`config.mk`:
```
export PLATFORM = sky130hd
export DESIGN_NAME = rf_wb_arbiter
export DESIGN_NICKNAME = d
export VERILOG_FILES = /design/src/rtl/rf_arb_pkg.sv /design/src/rtl/rf_scoreboard.sv /design/src/rtl/rf_wb_arbiter.sv
export SDC_FILE = /design/constraint.sdc
export NUM_CORES = 1
export LEC_CHECK = 0
export CORE_ASPECT_RATIO = 1.2
export CORE_UTILIZATION = 63
export DETAILED_ROUTE_END_ITERATION = 6
export DONT_BUFFER_PORTS = 1
export GPL_TIMING_DRIVEN = 0
export PLACE_DENSITY = 0.79
export SYNTH_ARGS = -nofsm -noshare
export SYNTH_HDL_FRONTEND = slang
export SYNTH_SLANG_ARGS = --single-unit
```
`constraint.sdc`:
```
create_clock -name clk -period 4.65 [get_ports clk]
set_input_delay 1.395 -clock clk [delete_from_list [all_inputs] [get_ports clk]]
set_output_delay 1.395 -clock clk [all_outputs]
set_load 0.05 [all_outputs]
```
`src/rtl/rf_arb_pkg.sv`:
```
// Shared types and constants for the register-file write-port arbiter.
package rf_arb_pkg;

  localparam int unsigned AW       = 5;
  localparam int unsigned DW       = 32;
  localparam int unsigned REG_ZERO = 0;
  localparam int unsigned REG_RA   = 31;

  typedef enum logic [1:0] {
    SRC_NONE = 2'd0,
    SRC_MEM  = 2'd1,
    SRC_DBG  = 2'd2,
    SRC_EXE  = 2'd3
  } src_e;

endpackage

```
`src/rtl/rf_scoreboard.sv`:
```
// Pending-load scoreboard: one bit per register, set on load issue, cleared on load return.
module rf_scoreboard
  import rf_arb_pkg::*;
#(
  parameter int unsigned ADDR_W = rf_arb_pkg::AW
) (
  input  logic                 clk,
  input  logic                 rst,
  input  logic                 set_en,
  input  logic [ADDR_W-1:0]    set_addr,
  input  logic                 clr_en,
  input  logic [ADDR_W-1:0]    clr_addr,
  output logic [2**ADDR_W-1:0] pending
);

  logic [2**ADDR_W-1:0] pending_next;

  // Clear first so a same-cycle set of the same bit wins; r0 is never tracked.
  always_comb begin
    pending_next = pending;
    if (clr_en) pending_next[clr_addr] = 1'b0;
    if (set_en && (set_addr != ADDR_W'(REG_ZERO))) pending_next[set_addr] = 1'b1;
  end

  always_ff @(posedge clk) begin
    if (rst) pending <= '0;
    else     pending <= pending_next;
  end

endmodule

```
`src/rtl/rf_wb_arbiter.sv`:
```
// Arbitrates exe/mem/dbg writers onto the single register-file write port,
// with dbg anti-starvation and a WAW guard against outstanding loads.
module rf_wb_arbiter
  import rf_arb_pkg::*;
#(
  parameter int unsigned STARVE_LIMIT = 4,
  parameter int unsigned AW           = rf_arb_pkg::AW,
  parameter int unsigned DW           = rf_arb_pkg::DW
) (
  input  logic             clk,
  input  logic             rst,
  input  logic             exe_valid,
  output logic             exe_ready,
  input  logic [AW-1:0]    exe_waddr,
  input  logic [DW-1:0]    exe_wdata,
  input  logic             exe_jal,
  input  logic             mem_valid,
  input  logic [AW-1:0]    mem_waddr,
  input  logic [DW-1:0]    mem_wdata,
  input  logic             ld_issue,
  input  logic [AW-1:0]    ld_waddr,
  input  logic             dbg_valid,
  output logic             dbg_ready,
  input  logic [AW-1:0]    dbg_waddr,
  input  logic [DW-1:0]    dbg_wdata,
  output logic             rf_wr,
  output logic [AW-1:0]    rf_waddr,
  output logic [DW-1:0]    rf_wdata,
  output logic [2**AW-1:0] pending
);

  localparam int unsigned SW = $clog2(STARVE_LIMIT + 1);

  src_e          src;
  logic [AW-1:0] eff_addr;
  logic [AW-1:0] sel_addr;
  logic [DW-1:0] sel_data;
  logic          wr_en;
  logic [SW-1:0] starve;

  assign eff_addr = exe_jal ? AW'(REG_RA) : exe_waddr;

  // Fixed-priority grant; a saturated starve count lifts dbg above exe.
  always_comb begin
    src = SRC_NONE;
    if (mem_valid)                                       src = SRC_MEM;
    else if (dbg_valid && (starve == SW'(STARVE_LIMIT))) src = SRC_DBG;
    else if (exe_valid && !pending[eff_addr])            src = SRC_EXE;
    else if (dbg_valid)                                  src = SRC_DBG;
  end

  always_comb begin
    sel_addr = '0;
    sel_data = '0;
    unique case (src)
      SRC_MEM: begin sel_addr = mem_waddr; sel_data = mem_wdata; end
      SRC_DBG: begin sel_addr = dbg_waddr; sel_data = dbg_wdata; end
      SRC_EXE: begin sel_addr = eff_addr;  sel_data = exe_wdata; end
      default: ;
    endcase
  end

  assign exe_ready = (src == SRC_EXE);
  assign dbg_ready = (src == SRC_DBG);
  // Writes to r0 are accepted but never reach the register file.
  assign wr_en     = (src != SRC_NONE) && (sel_addr != AW'(REG_ZERO));

  always_ff @(posedge clk) begin
    if (rst) begin
      rf_wr    <= 1'b0;
      rf_waddr <= '0;
      rf_wdata <= '0;
    end else begin
      rf_wr <= wr_en;
      if (wr_en) begin
        rf_waddr <= sel_addr;
        rf_wdata <= sel_data;
      end
    end
  end

  always_ff @(posedge clk) begin
    if (rst)                        starve <= '0;
    else if (!dbg_valid || dbg_ready) starve <= '0;
    else if (starve != SW'(STARVE_LIMIT)) starve <= starve + SW'(1);
  end

  rf_scoreboard #(.ADDR_W(AW)) u_scoreboard (
    .clk      (clk),
    .rst      (rst),
    .set_en   (ld_issue),
    .set_addr (ld_waddr),
    .clr_en   (src == SRC_MEM),
    .clr_addr (mem_waddr),
    .pending  (pending)
  );

endmodule

```
Yosys cells after proc, flatten, opt, wreduce, memory -nomap -nowiden --
Cells that the tools add are included.
Word-level totals: register bits 73, bits of input ports 123, output and inout port bits 72
Cells by class: add/subtract/negate cells 1, order comparisons 5, eq/ne operators 5, muxes and demuxes 15, bitwise operators 3, reductions and logical operators 13
Operators by type and width (count):
- $pmux 32 s3 | 1
- $mux 32 | 2
- $and 32x32->32 | 1
- $not 32->32 | 1
- $or 32x32->32 | 1
- $lt 5x6->1 const B | 3
- $pmux 5 s3 | 1
- $demux 1 s5 | 2
- $ge 5x1->1 const B | 2
- $reduce_bool 5->1 | 2
- $mux 2 | 4
- $logic_and 1x1->1 | 6
- $bmux 1 s5 | 1
- $mux 5 | 1
- $eq 2x2->1 const B | 2
- $add 3x1->3 const B | 1
- $eq 3x3->1 const B | 1
- $mux 1 | 3
- $ne 3x3->1 const B | 1
- $eq 2x1->1 const B | 1
- $logic_not 1->1 | 2
- $reduce_bool 2->1 | 1
- $reduce_or 2->1 | 1
- $logic_or 1x1->1 | 1

Depth between registers and ports, before layout --
Gate-level depths: netlist of run 1.
depth in word-level cells 12, gate-level depth with buffers 12, mapped depth without buffers 10

By module --
From an unflattened synthesis of run 1, not the netlist that was laid out.
Unflattened totals: cells, all modules 433, area total of the unflattened synthesis 3936.3 um2
Modules (own cells, without submodules):
- rf_wb_arbiter | instances 1, cells an instance 275, area an instance 2547.4 um2
- rf_scoreboard | instances 1, cells an instance 158, area an instance 1388.8 um2

Worst setup path after synthesis of run 1 --
OpenSTA, ideal clock, no wires.
path kind input to output, from in exe_waddr[0], to out dbg_ready, arrival 3187 ps, required time 3255 ps, path slack 68 ps, stages on the path 7, cell sequence buf_2 nand2b_1 a221oi_1 o2111ai_1 nand3_1 o2111a_2 buf_1
Between the ends: word-level cells in the longest chain between the ends 9
Ends and longest elaborated chain:
- from (decl) | RTL line rf_wb_arbiter.sv:14 | input logic [AW-1:0] exe_waddr,
- $mux 5 | RTL line rf_wb_arbiter.sv:41 | assign eff_addr = exe_jal ? AW'(REG_RA) : exe_waddr;
- $bmux 1 s5 | RTL line rf_wb_arbiter.sv:48 | else if (exe_valid && !pending[eff_addr]) src = SRC_EXE;
- $mux 1 (implied by the code) | RTL line rf_wb_arbiter.sv:48
- $logic_not 1->1 | RTL line rf_wb_arbiter.sv:48
- $logic_and 1x1->1 | RTL line rf_wb_arbiter.sv:48
- $mux 2 | RTL line rf_wb_arbiter.sv:48
- $mux 2 | RTL line rf_wb_arbiter.sv:47 | else if (dbg_valid && (starve == SW'(STARVE_LIMIT))) src = SRC_DBG;
- $mux 2 | RTL line rf_wb_arbiter.sv:46 | if (mem_valid) src = SRC_MEM;
- $eq 2x2->1 | RTL line rf_wb_arbiter.sv:64 | assign dbg_ready = (src == SRC_DBG);
- to (decl) | RTL line rf_wb_arbiter.sv:23 | output logic dbg_ready,
Every way passes these cells. The select of a mux whose other input is x is not followed.

Worst setup path after layout of run 1 --
from in exe_waddr[0], to out exe_ready
Between the ends: word-level cells in the longest chain between the ends 9
Ends and longest elaborated chain:
- $mux 5 | RTL line rf_wb_arbiter.sv:41
- $bmux 1 s5 | RTL line rf_wb_arbiter.sv:48
- $mux 1 (implied by the code) | RTL line rf_wb_arbiter.sv:48
- $logic_not 1->1 | RTL line rf_wb_arbiter.sv:48
- $logic_and 1x1->1 | RTL line rf_wb_arbiter.sv:48
- $mux 2 | RTL line rf_wb_arbiter.sv:48
- $mux 2 | RTL line rf_wb_arbiter.sv:47
- $mux 2 | RTL line rf_wb_arbiter.sv:46
- $eq 2x2->1 | RTL line rf_wb_arbiter.sv:63 | assign exe_ready = (src == SRC_EXE);
- to (decl) | RTL line rf_wb_arbiter.sv:13 | output logic exe_ready,
Every way passes these cells. The select of a mux whose other input is x is not followed.

==> flow_summary.json, run 1 <==
{
  "status": "complete, but fails checks",
  "violations": "design-rule violations",
  "cp_max_fo": 10,
  "wl_met1_um": 4550,
  "synth_top_family_by_area": "compound AO/OA/AOI/OAI gates",
  "ctsRootBufferMaster": "clkbuf_8",
  "start_util_pct": 65.4,
  "synth_cell_types": 45,
  "placementRows": 31,
  "pwr_density_cell_nw_per_um2": 385,
  "syn_avg_cell_area_sq_um": 8.21,
  "globalplace.congestion": 0.970,
  "period_needed_ps": 4590,
  "synth_edf_count": 0,
  "seq_area_frac_synth_pct": 37.2,
  "multi_input_area_sq_um": 2170,
  "synth_area_sq_um": 3930,
  "synthSimpleGateAreaFrac_pct": 15.0,
  "synth_mux_area_share_pct": 3.05,
  "relSlewSlack_pct": 27.8,
  "timing.hold.ws_ps": 497,
  "grt_antenna_before_repair": 0,
  "rsz0062_at_grt": "no",
  "tns_ps": 0,
  "cts.sinks": 73,
  "cts_htree_levels": 3,
  "diodes": 0,
  "hold_path_depth": 2,
  "synthAdderAreaFrac_pct": 0.636,
  "maxCapViolCount": 0,
  "grt_pass1_wl_um": 18700,
  "vdd_drop_max_mv": 0.227,
  "gr-usage-all-layers_pct": 38.2,
  "fin_cells": 580,
  "max_slew.worst_pin.slew_ps": 1080,
  "syn_inst": 479,
  "holdBufCountCts": 0,
  "endpoint_kind": "primary output",
  "drt-initial-drc-count": 334,
  "placed_cell_area_sq_um": 4040,
  "p_clk_share_pct": 36.0,
  "wl_per_cell_um": 21.9,
  "dr_total_vias": 4027,
  "setup_viol": 0,
  "regArea_sq_um": 1460,
  "clock.fmax_mhz": 218,
  "drive_above_1_share_pct": 8.84,
  "p_int_w": 0.00112,
  "highest_layer": "met4",
  "drc": 7,
  "grt_max_degree": 13,
  "path_class": "in -> out",
  "first_global_vias": 3783,
  "cts.clk_slew.worst_paths_ps": 70,
  "finalWirelength_um": 12700,
  "die_x_um": 74.1,
  "final_nets": 618,
  "stdcell_area_sq_um": 4310,
  "min_to": "starve[1]",
  "routed-wl-met3_um": 1220,
  "combinationalPowerShare_pct": 14.6,
  "slew_viol_final": 0,
  "yosysTopAreaCell": "dfxtp_1",
  "synth_compound_area_share_pct": 36.0,
  "pwr-share-seq_pct": 49.4,
  "fp.dieH_um": 88.6,
  "syn_to_final_growth_pct": 9.61,
  "dieArea_sq_um": 6570,
  "r2r-start": "u_scoreboard.pending[4]",
  "min_period_over_period_pct": 98.8,
  "dp_cells": 561,
  "hold_viol_final": 0,
  "io_buffers": 0,
  "r2r.worst_path.cells": 9,
  "start_kind": "input pin",
  "insertion_delay_ps": 360,
  "synth_fp_nets": 604,
  "firstDrtPassIters": 7,
  "numCtsBuffers": 9,
  "required_ps": 3250,
  "ant_nets": 0,
  "skew_ps": 10.6,
  "r2r_slack_ps": 1430,
  "ys_async_sr_fraction_pct": 0,
  "p_sw_w": 0.000547,
  "synth_seq_cells": 73,
  "synthXorXnorAreaFrac_pct": 0.223,
  "core-area_sq_um": 6010,
  "min_from": "starve[1]",
  "synth_top_area_share_pct": 37.2,
  "cts_tree": "built",
  "cp.arrival_ps": 3200,
  "post-route-util_pct": 71.7,
  "p_leak_nw": 1.47,
  "wl_met2_um": 6390,
  "synth_area_leaders": "dfxtp_1, a222oi_1, a211oi_1",
  "viasPerCell": 6.94,
  "switching_share_pct": 32.9,
  "synth_ff_type": "dfxtp_1",
  "yosysWarningCount": 0,
  "hold_class": "reg -> reg",
  "place.detailed.hpwl_um": 9260,
  "fillers": 501,
  "grt_overflow": 0,
  "rr_endpoint": "rf_wdata[12]",
  "clockBufferDepth": 2,
  "pin_count": 195
}
-- cells in the final DEF (no fill, tap or decap), drive strengths merged, types with 3 or more instances in the layout --
cell	netlist	final
dfxtp	73	73
nand2	49	49
o21ai	38	38
a21oi	38	38
inv	37	37
a211oi	36	36
a222oi	33	33
clkbuf	22	33
a21boi	32	32
buf	17	20
nor2	15	15
nand3	14	14
mux2i	12	12
nand2b	5	5
or2	5	5
nor2b	5	5
nand3b	5	5
nor3	4	4
o211ai	4	4
nor3b	4	4
and2	3	3
a221oi	3	3
and3	3	3
or3	3	3
bufinv	0	3
-- cell families (layout without fill, tap and decap cells) --
family                   after synthesis  count (layout)
AND/OR/NAND/NOR                      120             120
adder cells (fa/ha/maj)                2               2
buffers and inverters                 76              95
multiplexers                          12              12
AO/OA/AOI/OAI                        195             195
XOR/XNOR                               1               1
flip-flops                            73              73
-- critical path: stages --
cell and delay (ps):
buf_2 230, mux2i_1 310, nor2_1 90, a2111oi_2 400
o211ai_1 250, a21oi_4 220, buf_4 290
-- registers in the layout, indices dropped and copies added, names as in the netlist --
register and flops:
rf_wr 1, u_scoreboard.pending 32, rf_wdata 32, starve 3, rf_waddr 5
-- cell type report --
class                      count  share of cell area [%]
sequential                    73                    33.9
buffer                        39                    4.18
clock buffer                  11                    3.05
clock inverter                 5                    2.41
inverter                      37                    3.22
tap                           82                    2.38
timing repair buffer           3                   0.522
multi-input combinational    330                    50.3
-- power groups by stage --
stage / clock network, W / logic [W] / registers, W
2_1_floorplan: 0 / 0.000182 / 0.000824
3_3_place_gp: 0 / 0.000226 / 0.000834
3_5_place_dp: 0 / 0.000231 / 0.000835
4_1_cts: 0.000598 / 0.000236 / 0.000820
5_1_grt: 0.000629 / 0.000266 / 0.000824
6_report: 0.000598 / 0.000243 / 0.000821
-- worst max-delay path by stage --
| stage | from | slack [ps] | depth (start not counted) | endpoint |
|---|---|---|---|---|
| floorplan | exe_waddr[0] | 70 | 7 | dbg_ready |
| global placement | exe_waddr[0] | -320 | 7 | exe_ready |
| global route | exe_waddr[0] | 7 | 7 | exe_ready |
| detailed placement | exe_waddr[0] | -380 | 7 | exe_ready |
| finish | exe_waddr[0] | 60 | 7 | exe_ready |
| CTS | exe_waddr[0] | 30 | 7 | dbg_ready |
-- routing by layer --
layer,up-vias,global-route usage (%)
met1,1902,40.1
li1,1827,-
met4,0,22.2
met2,253,66.1
met5,-,0
met3,45,12.5
-- cells in the mapped netlist, drive strengths merged (5+ instances only) --
library cell	number
dfxtp	73
nand2	49
a21oi	38
o21ai	38
inv	37
a211oi	36
a222oi	33
a21boi	32
clkbuf	22
buf	17
nor2	15
nand3	14
mux2i	12
nand2b	5
nand3b	5
nor2b	5
or2	5
-- stage by stage --
step / total power, W / setup slack [ps]
2_1_floorplan: 0.00101 / 67.8
3_3_place_gp: 0.00106 / -325
3_5_place_dp: 0.00107 / -380
4_1_cts: 0.00165 / 30.6
5_1_grt: 0.00172 / 6.78
6_report: 0.00166 / 58.0
-- what timing repair did --
action | CTS | global route
gates resized for setup | 6 | 3
setup endpoints to repair | 2 | 2
pin swaps | 1 | 1
hold endpoints to repair | 0 | 0
cloned | 0 | 0
buffers inserted | 1 | 2
No activity file was read; power rests on OpenSTA's default activity.
==> run 2, diff against run 1 <==
--- a/config.mk
+++ b/config.mk
@@ -5,12 +5,13 @@
 export SDC_FILE = /design/constraint.sdc
 export NUM_CORES = 1
 export LEC_CHECK = 0
-export CORE_ASPECT_RATIO = 1.2
+export CORE_ASPECT_RATIO = 1.75
 export CORE_UTILIZATION = 63
 export DETAILED_ROUTE_END_ITERATION = 6
 export DONT_BUFFER_PORTS = 1
 export GPL_TIMING_DRIVEN = 0
 export PLACE_DENSITY = 0.79
+export SLEW_MARGIN = 15
 export SYNTH_ARGS = -nofsm -noshare
 export SYNTH_HDL_FRONTEND = slang
 export SYNTH_SLANG_ARGS = --single-unit
==> run 2 against run 1 <==
Compared with the run above:
- the flow still finishes with violations (design-rule violations)
- core utilization decreased by 0.38 points
- sequential power hardly changed
- critical path depth unchanged
- design area decreased by 1.2%
- fmax rose by 0.43%
- wire length decreased by 2.4%
- via count is 2.5% lower
- combinational power about the same
- register-to-register slack got worse by 30 ps
- total power fell by 7.2%
- sequential share of layout area rose by 0.41 points
- count of clock-buffer cells in the layout is 3 higher
- largest power group unchanged
==> flow_summary.json, run 2 (synthesized netlist as in run 1, its figures left out) <==
{
  "cts.clk_slew.worst_paths_ps": 70,
  "syn_to_final_growth_pct": 8.30,
  "dieArea_sq_um": 6580,
  "grt_max_degree": 12,
  "ant_nets": 0,
  "grt_antenna_before_repair": 0,
  "violations": "design-rule violations",
  "drt-initial-drc-count": 382,
  "place.detailed.hpwl_um": 9360,
  "ctsRootBufferMaster": "clkbuf_8",
  "fillers": 508,
  "firstDrtPassIters": 7,
  "setup_viol": 0,
  "wl_met1_um": 4070,
  "hold_class": "reg -> reg",
  "dr_total_vias": 3928,
  "grt_overflow": 0,
  "numCtsBuffers": 9,
  "timing.hold.ws_ps": 503,
  "drc": 4,
  "period_needed_ps": 4570,
  "pwr_density_cell_nw_per_um2": 362,
  "cts_htree_levels": 3,
  "grt_pass1_wl_um": 18600,
  "globalplace.congestion": 0.938,
  "max_slew.worst_pin.slew_ps": 1030,
  "viasPerCell": 6.83,
  "min_period_over_period_pct": 98.3,
  "drive_above_1_share_pct": 9.05,
  "required_ps": 3250,
  "cp_max_fo": 10,
  "io_buffers": 0,
  "clockBufferDepth": 2,
  "wl_per_cell_um": 21.5,
  "hold_viol_final": 0,
  "final_cell_mix": "dfxtp_1, nand2_1, inv_1, o21ai_0, a21oi_1",
  "insertion_delay_ps": 360,
  "diodes": 0,
  "holdBufCountCts": 0,
  "highest_layer": "met4",
  "endpoint_kind": "primary output",
  "dp_cells": 557,
  "start_util_pct": 65.9,
  "wl_met2_um": 6530,
  "placementRows": 37,
  "core-area_sq_um": 5970,
  "first_global_vias": 3827,
  "die_x_um": 61.7,
  "vdd_drop_max_mv": 0.271,
  "p_leak_nw": 1.45,
  "skew_ps": 5.31,
  "post-route-util_pct": 71.3,
  "relSlewSlack_pct": 31.0,
  "gr-usage-all-layers_pct": 39.0,
  "cts.sinks": 73,
  "layout_commonest_cell": "dfxtp_1",
  "cts_tree": "built",
  "final_nets": 617,
  "maxCapViolCount": 0,
  "cp.arrival_ps": 3180,
  "fp.dieH_um": 107,
  "path_class": "in -> out",
  "largestRegisters": "rf_wdata (32), u_scoreboard.pending (32), rf_waddr (5)",
  "finalPower_w": 0.00154,
  "routed-wl-met3_um": 1230,
  "pin_count": 195,
  "slew_viol_final": 0,
  "rsz0062_at_grt": "no",
  "status": "complete, but fails checks",
  "clock.fmax_mhz": 219,
  "start_kind": "input pin",
  "finalWirelength_um": 12400,
  "fin_cells": 575
}
run 2: path summary, 6_finish.rpt:
kind	from	endpoint	slack [ps]	cells past startpoint
setup / recovery	exe_waddr[0]	dbg_ready	80	7
hold / removal	starve[1]	starve[1]	500	2
setup reg to reg	u_scoreboard.pending[29]	rf_wdata[6]	1400	10
hold reg to reg	starve[1]	starve[1]	500	2
run 2: worst max-delay path: stages:
cell and delay (ps):
buf_2 180, nand2b_1 190, a221oi_1 400, o2111ai_1 240, nand3_1 140, o2111a_2 330
buf_4 300
run 2: cell type report:
type | count | area [sq um] | area share, %
plain buffers | 39 | 180 | 4.23
multi-input cells | 330 | 2170 | 51.0
flip-flops and latches | 73 | 1460 | 34.3
repair buffers | 2 | 15.0 | 0.352
clock inverters | 2 | 10.0 | 0.235
inverters | 37 | 139 | 3.26
well taps | 78 | 97.6 | 2.29
clock buffers | 14 | 183 | 4.29
run 2: power breakdown:
group	total [W]	internal [W]	switching (W)
Combinational	0.000241	0.0000944	0.000147
Sequential	0.000820	0.000663	0.000157
Clock	0.000481	0.000251	0.000230
run 2: routing by layer:
layer	vias up	GRT usage [%]
li1	1824	-
met1	1829	36.8
met2	230	67.0
met4	0	27.1
met3	45	12.4
met5	-	0
run 2: metrics by stage:
step | area, sq um | TNS (ps) | worst slack [ps]
finish | 4260 | 0 | 77.6
global route | 4260 | 0 | 20.2
CTS | 4240 | 0 | 10.9
detailed placement | 4030 | -650 | -326
global placement | 4030 | -610 | -312
floorplan | 3930 | 0 | 67.8
run 2: what timing repair did:
action                     in CTS  in global routing
buffers inserted                1                  1
setup endpoints to repair       2                  2
pin swaps                       1                  1
gates resized for setup         6                  4
